[src/rtl/apb_master_arb.sv]
// Two-requester APB master with round-robin arbitration and an optional
// ACCESS-phase wait-state timeout that aborts the transfer with an error.
module apb_master_arb #(
    parameter int unsigned TIMEOUT = 16
) (
    input  logic        PCLK,
    input  logic        PRESETn,

    input  logic        m0_req,
    input  logic        m0_write,
    input  logic [31:0] m0_addr,
    input  logic [31:0] m0_wdata,
    output logic        m0_done,
    output logic        m0_err,

    input  logic        m1_req,
    input  logic        m1_write,
    input  logic [31:0] m1_addr,
    input  logic [31:0] m1_wdata,
    output logic        m1_done,
    output logic        m1_err,

    output logic [31:0] rdata,
    output logic        busy,

    output logic        PSEL,
    output logic        PENABLE,
    output logic        PWRITE,
    output logic [31:0] PADDR,
    output logic [31:0] PWDATA,
    input  logic [31:0] PRDATA,
    input  logic        PREADY,
    input  logic        PSLVERROR
);

    localparam logic [1:0] IDLE   = 2'd0;
    localparam logic [1:0] SETUP  = 2'd1;
    localparam logic [1:0] ACCESS = 2'd2;

    localparam logic [15:0] TIMEOUT_CNT = 16'(TIMEOUT);
    localparam logic        TIMEOUT_EN  = (TIMEOUT != 0);

    logic [1:0]  state_q, state_d;
    logic        lastGrant_q, lastGrant_d;
    logic        owner_q, owner_d;
    logic        pwrite_q, pwrite_d;
    logic [31:0] paddr_q, paddr_d;
    logic [31:0] pwdata_q, pwdata_d;
    logic [31:0] rdata_q, rdata_d;
    logic        done0_q, done0_d, done1_q, done1_d;
    logic        err0_q, err0_d, err1_q, err1_d;
    logic [15:0] waitCnt_q, waitCnt_d;

    logic elig0, elig1, winner, timeoutHit, finish, finishErr;

    // A requester is not regranted during the cycle its done pulse is shown.
    assign elig0      = m0_req & ~done0_q;
    assign elig1      = m1_req & ~done1_q;
    assign winner     = (elig0 && elig1) ? ~lastGrant_q : elig1;
    assign timeoutHit = TIMEOUT_EN && (waitCnt_q == TIMEOUT_CNT);

    always_comb begin
        state_d     = state_q;
        lastGrant_d = lastGrant_q;
        owner_d     = owner_q;
        pwrite_d    = pwrite_q;
        paddr_d     = paddr_q;
        pwdata_d    = pwdata_q;
        rdata_d     = rdata_q;
        waitCnt_d   = waitCnt_q;
        finish      = 1'b0;
        finishErr   = 1'b0;

        case (state_q)
            IDLE: begin
                if (elig0 || elig1) begin
                    state_d     = SETUP;
                    owner_d     = winner;
                    lastGrant_d = winner;
                    pwrite_d    = winner ? m1_write : m0_write;
                    paddr_d     = winner ? m1_addr  : m0_addr;
                    pwdata_d    = winner ? m1_wdata : m0_wdata;
                    waitCnt_d   = 16'd0;
                end
            end
            SETUP: state_d = ACCESS;
            ACCESS: begin
                if (PREADY) begin
                    state_d   = IDLE;
                    finish    = 1'b1;
                    finishErr = PSLVERROR;
                    if (!pwrite_q) rdata_d = PRDATA;
                end else if (timeoutHit) begin
                    state_d   = IDLE;
                    finish    = 1'b1;
                    finishErr = 1'b1;
                end else if (waitCnt_q != 16'hFFFF) begin
                    waitCnt_d = waitCnt_q + 16'd1;
                end
            end
            default: state_d = IDLE;
        endcase

        done0_d = finish & ~owner_q;
        done1_d = finish &  owner_q;
        err0_d  = finishErr & ~owner_q;
        err1_d  = finishErr &  owner_q;
    end

    always_ff @(posedge PCLK or negedge PRESETn) begin
        if (!PRESETn) begin
            state_q     <= IDLE;
            lastGrant_q <= 1'b1;
            owner_q     <= 1'b0;
            pwrite_q    <= 1'b0;
            paddr_q     <= 32'd0;
            pwdata_q    <= 32'd0;
            rdata_q     <= 32'd0;
            done0_q     <= 1'b0;
            done1_q     <= 1'b0;
            err0_q      <= 1'b0;
            err1_q      <= 1'b0;
            waitCnt_q   <= 16'd0;
        end else begin
            state_q     <= state_d;
            lastGrant_q <= lastGrant_d;
            owner_q     <= owner_d;
            pwrite_q    <= pwrite_d;
            paddr_q     <= paddr_d;
            pwdata_q    <= pwdata_d;
            rdata_q     <= rdata_d;
            done0_q     <= done0_d;
            done1_q     <= done1_d;
            err0_q      <= err0_d;
            err1_q      <= err1_d;
            waitCnt_q   <= waitCnt_d;
        end
    end

    assign PSEL    = (state_q != IDLE);
    assign PENABLE = (state_q == ACCESS);
    assign busy    = PSEL;
    assign PWRITE  = pwrite_q;
    assign PADDR   = paddr_q;
    assign PWDATA  = pwdata_q;
    assign rdata   = rdata_q;
    assign m0_done = done0_q;
    assign m1_done = done1_q;
    assign m0_err  = err0_q;
    assign m1_err  = err1_q;

endmodule

[config.mk]
export PLATFORM = sky130hd
export DESIGN_NAME = apb_master_arb
export DESIGN_NICKNAME = d
export VERILOG_FILES = /design/src/rtl/apb_master_arb.sv
export SDC_FILE = /design/constraint.sdc
export NUM_CORES = 1
export LEC_CHECK = 0
export ABC_CLOCK_PERIOD_IN_PS = 2100
export CAP_MARGIN = 30
export CORE_AREA = 3 3 153 155
export DETAILED_ROUTE_END_ITERATION = 7
export DIE_AREA = 0 0 156 158
export HOLD_SLACK_MARGIN = 0.08
export PLACE_DENSITY = 0.49
export SLEW_MARGIN = 20
export SYNTH_ARGS = -nofsm -noshare
export SYNTH_HDL_FRONTEND = slang
export SYNTH_SLANG_ARGS = --single-unit
[constraint.sdc]
create_clock -name PCLK -period 2.1 [get_ports PCLK]
set_input_delay 0.42 -clock PCLK [delete_from_list [all_inputs] [get_ports PCLK]]
set_output_delay 0.42 -clock PCLK [all_outputs]
set_load 0.03 [all_outputs]
After elaboration in Yosys (flattened, before gate mapping)
Cells that the tools add are included.
Word-level totals
  flip-flop bits (word level): 121
  latch bits: 0
  RAM bits: 0
  ROM bits: 0
  output and inout bits: 104
  memories kept: 0
Operators by class
  add/sub/neg operators: 1
  multiply operators: 0
  div/mod/pow operators: 0
  $lt $le $gt $ge: 0
  eq/ne operators: 9
  shift-type cells: 0
  mux-type cells: 18
  bitwise gates (word level): 11
  reduce and logical (&&, ||, !) cells: 9
Operators by type and width (count)
  16-bit two-way mux: 4
  32-bit two-way mux: 2
  16-bit one-hot mux with 2 select lines: 1
  16-bit by 1-bit adder with 16-bit output (second input constant): 1
  16-bit by 5-bit equality test with 1-bit output (second input constant): 1
  16-bit inequality test (second input constant): 1
  1-bit two-way mux: 7
  1-bit AND: 6
  2-bit two-way mux: 3
  2-bit inequality test (second input constant): 3
  2-bit one-hot mux with 3 select lines: 1
  1-bit NOT: 5
  5-bit AND reduction: 1
  2-bit AND reduction: 2
  2-bit nonzero test: 2
  3-bit by 1-bit inequality test with 1-bit output (second input constant): 1
  3-bit AND reduction: 1
  2-bit by 1-bit equality test with 1-bit output (second input constant): 1
  2-bit equality test (second input constant): 1
  2-bit logical NOT: 1
  2-bit by 1-bit inequality test with 1-bit output (second input constant): 1
  1-bit logical AND: 1
  1-bit logical OR: 1

Logic depth before layout (Yosys ltp)
  word-level depth: 5
  mapped depth: 8

Worst setup path before layout
No wires, ideal clock.
  kind: register to register
  start: reg state_q[1]
  end: reg waitCnt_q[8]
  setup time: 128 ps
  data arrival time: 1763 ps
  setup slack: 209 ps
  cell stages (with the launch flop): 6
  path buffers: 0
  period minus slack after synthesis: 1891 ps
  path through: dfrtp_1 > or2_1 > o21bai_4 > and2_1 > nor4_2 > mux2_1
On the way
  longest elaborated chain between the ends: 3
Ends and longest elaborated chain
  from (decl): line 43  | logic [1:0] state_q, state_d;
  from (signal assigned): line 125  | state_q <= state_d;
  2-bit equality test / 2-bit logical NOT (equally long branches): line 74  | case (state_q)
  2-bit by 1-bit inequality test with 1-bit output (no line) (tied with other cells)
  5-bit AND reduction (no line)
  to (signal assigned): line 136  | waitCnt_q <= waitCnt_d;
  to (decl): line 52  | logic [15:0] waitCnt_q, waitCnt_d;
Several ways; a longest one is shown, not always the timed one.
A chain may end at the register's enable or synchronous reset.

Worst setup path after layout
  start: reg pwrite_q (netlist: PWRITE)
  end: out PWRITE
RTL lines
  from (decl): line 46  | logic pwrite_q, pwrite_d;
  from (signal assigned): line 128  | pwrite_q <= pwrite_d;
  to (decl): line 28  | output logic PWRITE,
No word-level cell between the ends.

==> flow_metrics.tcl <==
set metrics [dict create \
    status "finished clean" \
    syn_to_final_growth_pct 69.71 \
    cts_tree "done" \
    core_area_um2 21960 \
    post-dp-hpwl_mm 13.46 \
    power.total_mw 13.51 \
    fin_hold_ws_ns 0.4742 \
    first_pass_iters 4 \
    wire_per_inst_um 16.16 \
    row_count 54 \
    diodes 0 \
    ir_worst_vdd_v 0.0005012 \
    setup_viol 0 \
    yosysWarnings 0 \
    async_flop_share_pct 100.0 \
    r2r-start "waitCnt_q[1]" \
    final_cells 1074 \
    io_pins 272 \
    grt_pass1_wl_mm 27.02 \
    vias_per_cell 4.394 \
    clockBufferDepth 2 \
    final.min_clock_period_ns 1.980 \
    cap_violations 0 \
    portBuffers 271 \
    yosysMostFrequentCell "dfrtp_1" \
    gp_congestion 0.8526 \
    place_area_um2 8733 \
    die-area_um2 24650 \
    cellPowerDensity_nw_per_um2 1449 \
    tightest_slew_ns 0.4656 \
    max_stage_delay_ns 0.72 \
    fin_crit_sh_pct 94.29 \
    start_util_pct 25.00 \
    critPathBufInv 1 \
    fin_worst_skew_ns 0.006844 \
    worst-r2r-setup-slack_ns 0.14 \
    vias 4719 \
    critPathTopFamily "buffers and inverters" \
    yosysUniqueCellTypes 42 \
    drt_wl_total_mm 17.36 \
    ys_seq_area_share_pct 55.17 \
    fin_nets 952 \
    post-route-worst-setup-slack_ns 0.1198 \
    fmax_mhz 505.0 \
    syn_area_per_cell_um2 11.23 \
    crit_fanout 3 \
    die_h_um 158 \
    slew_violations 0 \
    crit_type "reg2out" \
    crit_cells 1 \
    fp.dieW_um 156 \
    grt_antenna_before_repair 0 \
    max_slew_margin_pct 68.96 \
    crit_slowest_cell "clkdlybuf4s50_1" \
    worst_hold_path_type "in2async" \
    grt_max_degree 53 \
    cts_buffers 17 \
    synth_top_area_cell "dfrtp_1" \
    synth_nets 659 \
    drtIter0Drc 229 \
    synth_top_area_share_pct 54.69 \
    clk_latency_ns 0.41 \
    pre_cts_slack_ns -0.05037 \
    worstPathArrival_ns 1.56 \
    cts-root-buf "clkbuf_16" \
    ant_nets 0 \
    drc 0 \
    ys_top_cells_by_count "dfrtp_1, nand2_1, o21ai_0, mux2i_1, mux2_2" \
    design_area_um2 9318 \
    ys.flop_type "dfrtp_1" \
    drive_gt1_share_pct 13.35 \
    synthTopCellsByArea "dfrtp_1, mux2i_1, mux2_2, o21ai_0, nand2_1" \
    worstPathRequired_ns 1.68 \
    hold_violations 0 \
    syn_inst 489 \
    rr_endpoint "waitCnt_q[12]" \
    synth_edf_count 0 \
    placedCellCount 1041 \
    critPathLaunchType "flop" \
    endpoint_kind "primary output" \
    crit_chain "clkdlybuf4s50_1" \
    rsz0062_at_grt "false" \
    yosys_register_bits 121 \
    p_leak_nw 4.050 \
    grt_remaining_overflow 0 \
    clk_pin_slew_ns 0.06 \
    r2r_cells 6 \
    fin_setup_tns_ns 0 \
    clock_sinks 121 \
    grt_pass1_vias 4882 \
    grt_use_total_pct 14.06 \
    utilization_pct 42.43 \
    htreeDepth 4 \
    synth_area_um2 5490 \
]
layout make-up:
class | count | area (µm²)
Timing Repair Buffer | 303 | 3037
Clock buffer | 19 | 442.9
Multi-Input combinational cell | 332 | 2305
Fill cell | 2080 | 12640
Clock inverter | 12 | 127.6
Inverter | 7 | 26.28
Sequential cell | 121 | 3029
Tap cell | 280 | 350.3
per-layer routing:
metal  up-vias  part of all wire, %  GRT usage [%]  wire length, µm
li1       2316                    -              -                -
met1      2222                   42          17.27             7282
met2       173                   50          23.75             8696
met3         8                  7.2          4.921             1244
met4         0                 0.75          3.448              131
met5         -                    0              0                0
report_power, final:
| part | internal, mW | switching [mW] |
|---|---|---|
| logic | 2.91 | 3.87 |
| registers | 3.35 | 0.548 |
| clock network | 1.76 | 1.07 |
layout by cell type, fill, tap and decap left out, types with 4 or more instances in the layout:
cell,synthesis,final
buf_4,5,25
nor2_1,8,8
dfrtp_1,120,120
clkdlybuf4s50_1,0,267
nand2_1,84,83
clkinvlp_4,0,4
buf_12,0,7
clkinv_2,0,4
and2_1,5,5
nor3_1,9,9
mux2i_1,67,67
nor4_1,5,5
mux2_2,33,33
a221o_1,6,6
inv_1,7,7
o21ai_0,69,69
clkbuf_16,0,17
o311ai_1,4,4
nand3_1,8,8
registers in the layout, indices dropped and copies added, names as in the netlist:
register,cells
PADDR,32
PWDATA,32
rdata,32
waitCnt_q,16
state_q,2
PWRITE,1
lastGrant_q,1
m0_done,1
m0_err,1
m1_done,1
m1_err,1
owner_q,1
cells by family after synthesis:
| family | share of synthesized area [%] |
|---|---|
| adder cells (fa/ha/maj) | 0.4557 |
| multiplexers | 19.19 |
| AO/OA/AOI/OAI | 10.07 |
| AND/OR/NAND/NOR | 12.01 |
| buffers and inverters | 3.099 |
| flip-flops | 55.17 |
repair_timing:
action,4_1_cts,5_1_grt
gates cloned,0,0
hold endpoints to repair,21,0
resized for setup,3,0
setup buffers,0,1
hold buffers,1,0
endpoints found under the setup margin,3,8
pin swaps,0,1
worst max-delay path by stage:
| stage | to | from | slack (ns) |
|---|---|---|---|
| after detailed placement | PWDATA[8] | m0_req | -0.05 |
| after global placement | PWDATA[8] | m0_req | -0.04 |
| after CTS | waitCnt_q[12] | waitCnt_q[7] | 0.07 |
| after floorplan | waitCnt_q[8] | state_q[1] | 0.21 |
| after global routing | waitCnt_q[12] | waitCnt_q[1] | 0.007 |
| final | PWRITE | PWRITE | 0.12 |
worst reg2reg max path: cells and delay by family, from the launching register on:
family / cells / cell delay (ns)
DFF: 1 / 0.41
and+or+nand+nor: 3 / 0.53
AOI/OAI and AO/OA: 2 / 0.73
adders and majority gates: 1 / 0.19
Power figures use the tool's default switching activity.
